$ cat config.mk
export PLATFORM = sky130hd
export DESIGN_NAME = lc3_mem_arbiter_flat
export DESIGN_NICKNAME = d
export VERILOG_FILES = /design/src/rtl/lc3_mem_arbiter_if.sv /design/src/rtl/lc3_mem_arbiter.sv /design/src/flat_wrapper.sv
export SDC_FILE = /design/constraint.sdc
export NUM_CORES = 1
export LEC_CHECK = 0
export ABC_CLOCK_PERIOD_IN_PS = 2200
export BUFFER_PORTS_ARGS = -buffer_cell sky130_fd_sc_hd__buf_4
export CORE_ASPECT_RATIO = 0.9
export CORE_MARGIN = 2
export CORE_UTILIZATION = 48
export CTS_CLUSTER_SIZE = 12
export DETAILED_ROUTE_END_ITERATION = 6
export PLACE_DENSITY_LB_ADDON = 0.1
export SETUP_SLACK_MARGIN = 0.15
export SYNTH_ARGS = -nofsm -noshare
export SYNTH_HDL_FRONTEND = slang
export SYNTH_SLANG_ARGS = --single-unit
$ cat constraint.sdc
create_clock -name clk -period 2.2 [get_ports clk]
set_input_delay 0.22 -clock clk [delete_from_list [all_inputs] [get_ports clk]]
set_output_delay 0.22 -clock clk [all_outputs]
set_load 0.03 [all_outputs]
$ cat src/rtl/lc3_mem_arbiter_if.sv
// Bus bundle between the LC-3 requesters (CPU, loader), the memory array and the arbiter.
// The arbiter takes the slave view; requesters plus memory take the master view.
interface lc3_mem_arbiter_if #(
   parameter int unsigned ADDR_W = 16,
   parameter int unsigned DATA_W = 16
);
   logic              cpu_req;
   logic              cpu_we;
   logic [ADDR_W-1:0] cpu_addr;
   logic [DATA_W-1:0] cpu_wdata;
   logic              cpu_gnt;
   logic              cpu_done;
   logic              ldr_req;
   logic              ldr_we;
   logic [ADDR_W-1:0] ldr_addr;
   logic [DATA_W-1:0] ldr_wdata;
   logic              ldr_gnt;
   logic              ldr_done;
   logic [DATA_W-1:0] rdata;
   logic              mem_en;
   logic              mem_we;
   logic [ADDR_W-1:0] mem_addr;
   logic [DATA_W-1:0] mem_wdata;
   logic [DATA_W-1:0] mem_rdata;
   logic              busy;

   modport slave (
      input  cpu_req, cpu_we, cpu_addr, cpu_wdata,
      input  ldr_req, ldr_we, ldr_addr, ldr_wdata,
      input  mem_rdata,
      output cpu_gnt, cpu_done, ldr_gnt, ldr_done, rdata,
      output mem_en, mem_we, mem_addr, mem_wdata, busy
   );

   modport master (
      output cpu_req, cpu_we, cpu_addr, cpu_wdata,
      output ldr_req, ldr_we, ldr_addr, ldr_wdata,
      output mem_rdata,
      input  cpu_gnt, cpu_done, ldr_gnt, ldr_done, rdata,
      input  mem_en, mem_we, mem_addr, mem_wdata, busy
   );
endinterface

$ cat src/rtl/lc3_mem_arbiter.sv
// Two-port arbiter for the LC-3 single-port memory: CPU wins by default, the loader is
// guaranteed a slot after STARVE_MAX consecutive CPU grants. All outputs are registered.
module lc3_mem_arbiter #(
   parameter int unsigned ADDR_W     = 16,
   parameter int unsigned DATA_W     = 16,
   parameter int unsigned MEM_LAT    = 2,
   parameter int unsigned STARVE_MAX = 4
) (
   input logic              clk,
   input logic              reset,
   lc3_mem_arbiter_if.slave bus
);
   localparam int unsigned SW = $clog2(STARVE_MAX + 1);
   // WAIT lasts MEM_LAT-1 cycles so that DONE lands MEM_LAT cycles after ISSUE.
   localparam logic [3:0] LatLoad = (MEM_LAT > 1) ? 4'(MEM_LAT - 2) : 4'd0;

   typedef enum logic [1:0] {StIdle, StIssue, StWait, StDone} state_e;

   state_e        state_q;
   logic          sel_ldr_q;
   logic          we_q;
   logic [3:0]    lat_q;
   logic [SW-1:0] starve_q;
   logic          ldr_wins;
   logic          go_done;

   always_comb begin
      ldr_wins = bus.ldr_req & (~bus.cpu_req | (starve_q == SW'(STARVE_MAX)));
      go_done  = ((state_q == StIssue) && (we_q || (MEM_LAT == 1))) ||
                 ((state_q == StWait) && (lat_q == 4'd0));
   end

   always_ff @(posedge clk) begin
      if (reset) begin
         state_q       <= StIdle;
         sel_ldr_q     <= 1'b0;
         we_q          <= 1'b0;
         lat_q         <= 4'd0;
         starve_q      <= '0;
         bus.cpu_gnt   <= 1'b0;
         bus.cpu_done  <= 1'b0;
         bus.ldr_gnt   <= 1'b0;
         bus.ldr_done  <= 1'b0;
         bus.rdata     <= '0;
         bus.mem_en    <= 1'b0;
         bus.mem_we    <= 1'b0;
         bus.mem_addr  <= '0;
         bus.mem_wdata <= '0;
         bus.busy      <= 1'b0;
      end else begin
         bus.cpu_gnt  <= 1'b0;
         bus.ldr_gnt  <= 1'b0;
         bus.cpu_done <= 1'b0;
         bus.ldr_done <= 1'b0;
         bus.mem_en   <= 1'b0;
         bus.mem_we   <= 1'b0;

         unique case (state_q)
            StIdle: begin
               if (!bus.ldr_req) starve_q <= '0;
               if (bus.cpu_req || bus.ldr_req) begin
                  state_q   <= StIssue;
                  bus.busy  <= 1'b1;
                  bus.mem_en <= 1'b1;
                  sel_ldr_q <= ldr_wins;
                  if (ldr_wins) begin
                     we_q          <= bus.ldr_we;
                     bus.mem_we    <= bus.ldr_we;
                     bus.mem_addr  <= bus.ldr_addr;
                     bus.mem_wdata <= bus.ldr_wdata;
                     bus.ldr_gnt   <= 1'b1;
                     starve_q      <= '0;
                  end else begin
                     we_q          <= bus.cpu_we;
                     bus.mem_we    <= bus.cpu_we;
                     bus.mem_addr  <= bus.cpu_addr;
                     bus.mem_wdata <= bus.cpu_wdata;
                     bus.cpu_gnt   <= 1'b1;
                     if (bus.ldr_req) starve_q <= starve_q + SW'(1);
                  end
               end
            end
            StIssue: begin
               if (!go_done) begin
                  state_q <= StWait;
                  lat_q   <= LatLoad;
               end
            end
            StWait: begin
               if (!go_done) lat_q <= lat_q - 4'd1;
            end
            StDone: begin
               state_q  <= StIdle;
               bus.busy <= 1'b0;
            end
         endcase

         // Entry into DONE: pulse the winner's done and capture read data on the same edge.
         if (go_done) begin
            state_q      <= StDone;
            bus.cpu_done <= ~sel_ldr_q;
            bus.ldr_done <= sel_ldr_q;
            if (!we_q) bus.rdata <= bus.mem_rdata;
         end
      end
   end
endmodule

$ cat src/flat_wrapper.sv
// flat-port wrapper written by rule: the top's interface ports become plain ports
module lc3_mem_arbiter_flat 
#(
   parameter int unsigned ADDR_W     = 16,
   parameter int unsigned DATA_W     = 16,
   parameter int unsigned MEM_LAT    = 2,
   parameter int unsigned STARVE_MAX = 4
)
  (clk, reset, bus_cpu_req, bus_cpu_we, bus_cpu_addr, bus_cpu_wdata, bus_ldr_req, bus_ldr_we, bus_ldr_addr, bus_ldr_wdata, bus_mem_rdata, bus_cpu_gnt, bus_cpu_done, bus_ldr_gnt, bus_ldr_done, bus_rdata, bus_mem_en, bus_mem_we, bus_mem_addr, bus_mem_wdata, bus_busy);
  lc3_mem_arbiter_if #(.ADDR_W(ADDR_W), .DATA_W(DATA_W)) bus_i ();
  input logic clk;
  input logic reset;
  input wire logic [$bits(bus_i.cpu_req)-1:0] bus_cpu_req;
  input wire logic [$bits(bus_i.cpu_we)-1:0] bus_cpu_we;
  input wire logic [$bits(bus_i.cpu_addr)-1:0] bus_cpu_addr;
  input wire logic [$bits(bus_i.cpu_wdata)-1:0] bus_cpu_wdata;
  input wire logic [$bits(bus_i.ldr_req)-1:0] bus_ldr_req;
  input wire logic [$bits(bus_i.ldr_we)-1:0] bus_ldr_we;
  input wire logic [$bits(bus_i.ldr_addr)-1:0] bus_ldr_addr;
  input wire logic [$bits(bus_i.ldr_wdata)-1:0] bus_ldr_wdata;
  input wire logic [$bits(bus_i.mem_rdata)-1:0] bus_mem_rdata;
  output wire logic [$bits(bus_i.cpu_gnt)-1:0] bus_cpu_gnt;
  output wire logic [$bits(bus_i.cpu_done)-1:0] bus_cpu_done;
  output wire logic [$bits(bus_i.ldr_gnt)-1:0] bus_ldr_gnt;
  output wire logic [$bits(bus_i.ldr_done)-1:0] bus_ldr_done;
  output wire logic [$bits(bus_i.rdata)-1:0] bus_rdata;
  output wire logic [$bits(bus_i.mem_en)-1:0] bus_mem_en;
  output wire logic [$bits(bus_i.mem_we)-1:0] bus_mem_we;
  output wire logic [$bits(bus_i.mem_addr)-1:0] bus_mem_addr;
  output wire logic [$bits(bus_i.mem_wdata)-1:0] bus_mem_wdata;
  output wire logic [$bits(bus_i.busy)-1:0] bus_busy;
  assign bus_i.cpu_req = bus_cpu_req;
  assign bus_i.cpu_we = bus_cpu_we;
  assign bus_i.cpu_addr = bus_cpu_addr;
  assign bus_i.cpu_wdata = bus_cpu_wdata;
  assign bus_i.ldr_req = bus_ldr_req;
  assign bus_i.ldr_we = bus_ldr_we;
  assign bus_i.ldr_addr = bus_ldr_addr;
  assign bus_i.ldr_wdata = bus_ldr_wdata;
  assign bus_i.mem_rdata = bus_mem_rdata;
  assign bus_cpu_gnt = bus_i.cpu_gnt;
  assign bus_cpu_done = bus_i.cpu_done;
  assign bus_ldr_gnt = bus_i.ldr_gnt;
  assign bus_ldr_done = bus_i.ldr_done;
  assign bus_rdata = bus_i.rdata;
  assign bus_mem_en = bus_i.mem_en;
  assign bus_mem_we = bus_i.mem_we;
  assign bus_mem_addr = bus_i.mem_addr;
  assign bus_mem_wdata = bus_i.mem_wdata;
  assign bus_busy = bus_i.busy;
  lc3_mem_arbiter #(.ADDR_W(ADDR_W), .DATA_W(DATA_W), .MEM_LAT(MEM_LAT), .STARVE_MAX(STARVE_MAX)) u_core (.clk(clk), .reset(reset), .bus(bus_i));
endmodule
==> run_results.csv <==
group,metric,value,unit
status,status,"complete, no violations",
layout,finish.instance_area,4618,sq um
run,maxCapViolCount,0,
floorplan,start_util,50.09,%
timing,max_slew_margin,61.00,%
yosys,synthDistinctLibCells,40,
yosys,syn_inst,357,
hold_path,hold_path_depth,3,
clock_tree,cts_buffers,9,
placement,place_inst,562,
routing,firstDrtPassIters,5,
clock_tree,cts_resized,0,
grt,globalRouteOverflowTotal,0,
clock_tree,cts_tree,"yes",
timing,fin_ws,265.7,ps
grt,grt_pass1_wl,14.63,mm
placement,placed_area,4399,sq um
yosys,synth.avg_cell_area,9.340,sq um
clock_tree,path_clk_slew,70,ps
yosys,ys.flop_type,"dfxtp_1",
layout,syn_to_final_growth,38.50,%
timing,finalSetupViolations,0,
routing,wl,9.129,mm
grt,grt_pass1_vias,3037,
pwr,ir_drop,0.6085,mV
yosys,yosys_warnings,0,
yosys,ys_ff_latch,66,
floorplan,ioPinCount,141,
layout,layout-drive-gt1-share,44.47,%
yosys,synth_top_family_by_area,"compound AO/OA/AOI/OAI gates",
timing,slew_violations,0,
floorplan,rows,28,
timing,finalHoldViolCount,0,
floorplan,fp.coreArea,6656,sq um
layout,antenna_cells_inserted,0,
worst_setup_path,end_kind,"register",
yosys,syn_nets,452,
worst_setup_path,cp_max_fo,44,
grt,grt_max_degree,45,
yosys,synth_fa_ha_area_share,3.377,%
clock_tree,ctsHoldBuffers,0,
layout,fin_nets,578,
worst_setup_path,crit_type,"reg2reg",
worst_setup_path,critical_path_arrival,2170,ps
timing,fin_skew,8.640,ps
clock_tree,cts.path.max_buffers,2,
clock_tree,cts_sinks,66,
grt,antenna_found_initial,0,
routing,drtIter0Drc,200,
routing,vias_per_cell,5.569,
yosys,yosysTopAreaCellShare,39.62,%
grt,met2_usage,37.03,%
layout,layout_commonest_cell,"buf_4",
worst_setup_path,cp.required,2440,ps
worst_setup_path,r2r_cells,6,
timing,setup_tns,0,ps
pwr,p_per_area,1143,nW/um^2
yosys,muxShareOfSynthArea,0,%
layout,layout_common_cells,"buf_4, dfxtp_1, nor2_1",
timing,timing.final.crit_share,87.92,%
yosys,synth_area,3334,sq um
timing,rsz0062_at_grt,"false",
clock_tree,htreeDepth,3,
yosys,synth-edff-count,0,
timing,worst_pin_slew,583.8,ps
layout,final_util,69.38,%
grt,globalRouteMet3Util,6.897,%
routing,vias,3219,
clock_tree,cts_setup_buffers,0,
placement,dpl.hpwl,6.324,mm
hold_path,hold_path.class,"in2reg",
layout,fin_cells,578,
clock_tree,worstSkewPairLatency,330,ps
floorplan,die-height,83.07,um
placement,place_ws,319.9,ps
routing,detail-route-antenna-nets,0,
timing,fmax,0.5170,GHz
clock_tree,root_buffer,"clkbuf_8",
yosys,synthSimpleGateAreaFrac,20.04,%
grt,grt_use_met1,30.64,%
yosys,ys_seq_area_share,39.62,%
yosys,yosys.area.top_type,"dfxtp_1",
placement,place.gp.congestion,0.8500,
yosys,synth_xor_area_share,0,%
worst_setup_path,startpoint_type,"register",
floorplan,die-area,7630,sq um
yosys,ys_async_sr_fraction,0,%
yosys,synth_compound_area_share,29.08,%
pwr,p_leak,1.874,nW
timing,layout_min_cycle_time,1934,ps
floorplan,die_w,91.86,um
routing,drt-wirelength-per-cell,15.79,um
layout,nFillCells,573,
grt,grt.busiest_layer,"met2",
placement,io_buffers,140,
routing,post-route-drc-count,0,
yosys,yosys-top-cells-area,"dfxtp_1, a311oi_2, nand3_2",
grt,grt.total_usage,23.33,%
==> stage by stage <==
step                hold slack, ps  total power [mW]
floorplan                    381.6             3.390
global placement             459.4             4.105
detailed placement           444.1             4.169
CTS                          142.7             5.302
global route                 149.9             5.556
finish                       155.9             5.280
==> final cells by class <==
cell class	count	area [sq um]	share of cell area, %
Multi-Input combinational cell	247	1752	37.93
Clock inverter	5	77.57	1.680
Clock buffer	11	141.4	3.062
Inverter	8	30.03	0.6502
Sequential cell	66	1321	28.61
Timing Repair Buffer	151	1184	25.63
Tap cell	90	112.6	2.438
==> flip-flops by register name (all words and copies together) (netlist names) <==
signal,cells
u_core.sel_ldr_q,1
u_core.starve_q,3
u_core.bus.busy,1
u_core.bus.ldr_done,1
u_core.bus.mem_we,1
u_core.we_q,1
u_core.bus.ldr_gnt,1
u_core.bus.cpu_done,1
u_core.bus.mem_wdata,16
u_core.bus.cpu_gnt,1
u_core.bus.mem_addr,16
u_core.bus.rdata,16
u_core.lat_q,4
u_core.state_q,2
u_core.bus.mem_en,1
==> cells by family (layout without fill, tap and decap cells) <==
logic type                 after synthesis  count (layout)
and+or+nand+nor                        112             112
buffers and inverters                   44             175
adders and majority gates                9               9
DFF                                     66              66
AOI/OAI and AO/OA                      126             126
==> report_power, final <==
group / internal (mW) / leakage (nW) / switching [mW] / total (mW)
clock network: 0.666 / 0.109 / 0.464 / 1.13
registers: 1.52 / 0.543 / 0.193 / 1.71
logic: 0.953 / 1.22 / 1.49 / 2.44
==> cell usage after synthesis (5+ instances only) <==
| cell | n |
|---|---|
| o21ai_1 | 28 |
| o21ai_0 | 29 |
| nor2b_1 | 5 |
| ha_1 | 9 |
| nor2_1 | 34 |
| a311oi_2 | 28 |
| inv_1 | 8 |
| a21oi_1 | 26 |
| nand3_1 | 30 |
| buf_2 | 6 |
| nand4_1 | 5 |
| buf_6 | 8 |
| buf_4 | 7 |
| clkbuf_1 | 11 |
| nand3_2 | 20 |
| dfxtp_1 | 66 |
| a311oi_1 | 5 |
==> worst paths after layout <==
| kind | startpoint | to | slack (ps) |
|---|---|---|---|
| hold reg to reg | u_core.bus.rdata[10] | u_core.bus.rdata[10] | 480 |
| setup / recovery | u_core.state_q[1] | u_core.bus.mem_wdata[12] | 270 |
| setup reg to reg | u_core.state_q[1] | u_core.bus.mem_wdata[12] | 270 |
| hold / removal | bus_mem_rdata[5] | u_core.bus.rdata[5] | 160 |
==> worst max-delay path: stages, from the launching register on <==
cell      delay [ps]
dfxtp_1          340
inv_1            110
ha_1             360
o21a_2           400
buf_12           280
nor2_1            70
a311oi_1         240
==> per-layer routing <==
metal,share of wire (%),vias up
met4,1.7,0
met1,44,1518
li1,-,1568
met2,47,122
met3,6.9,11
met5,0,-
(Power assumes the default switching activity.)
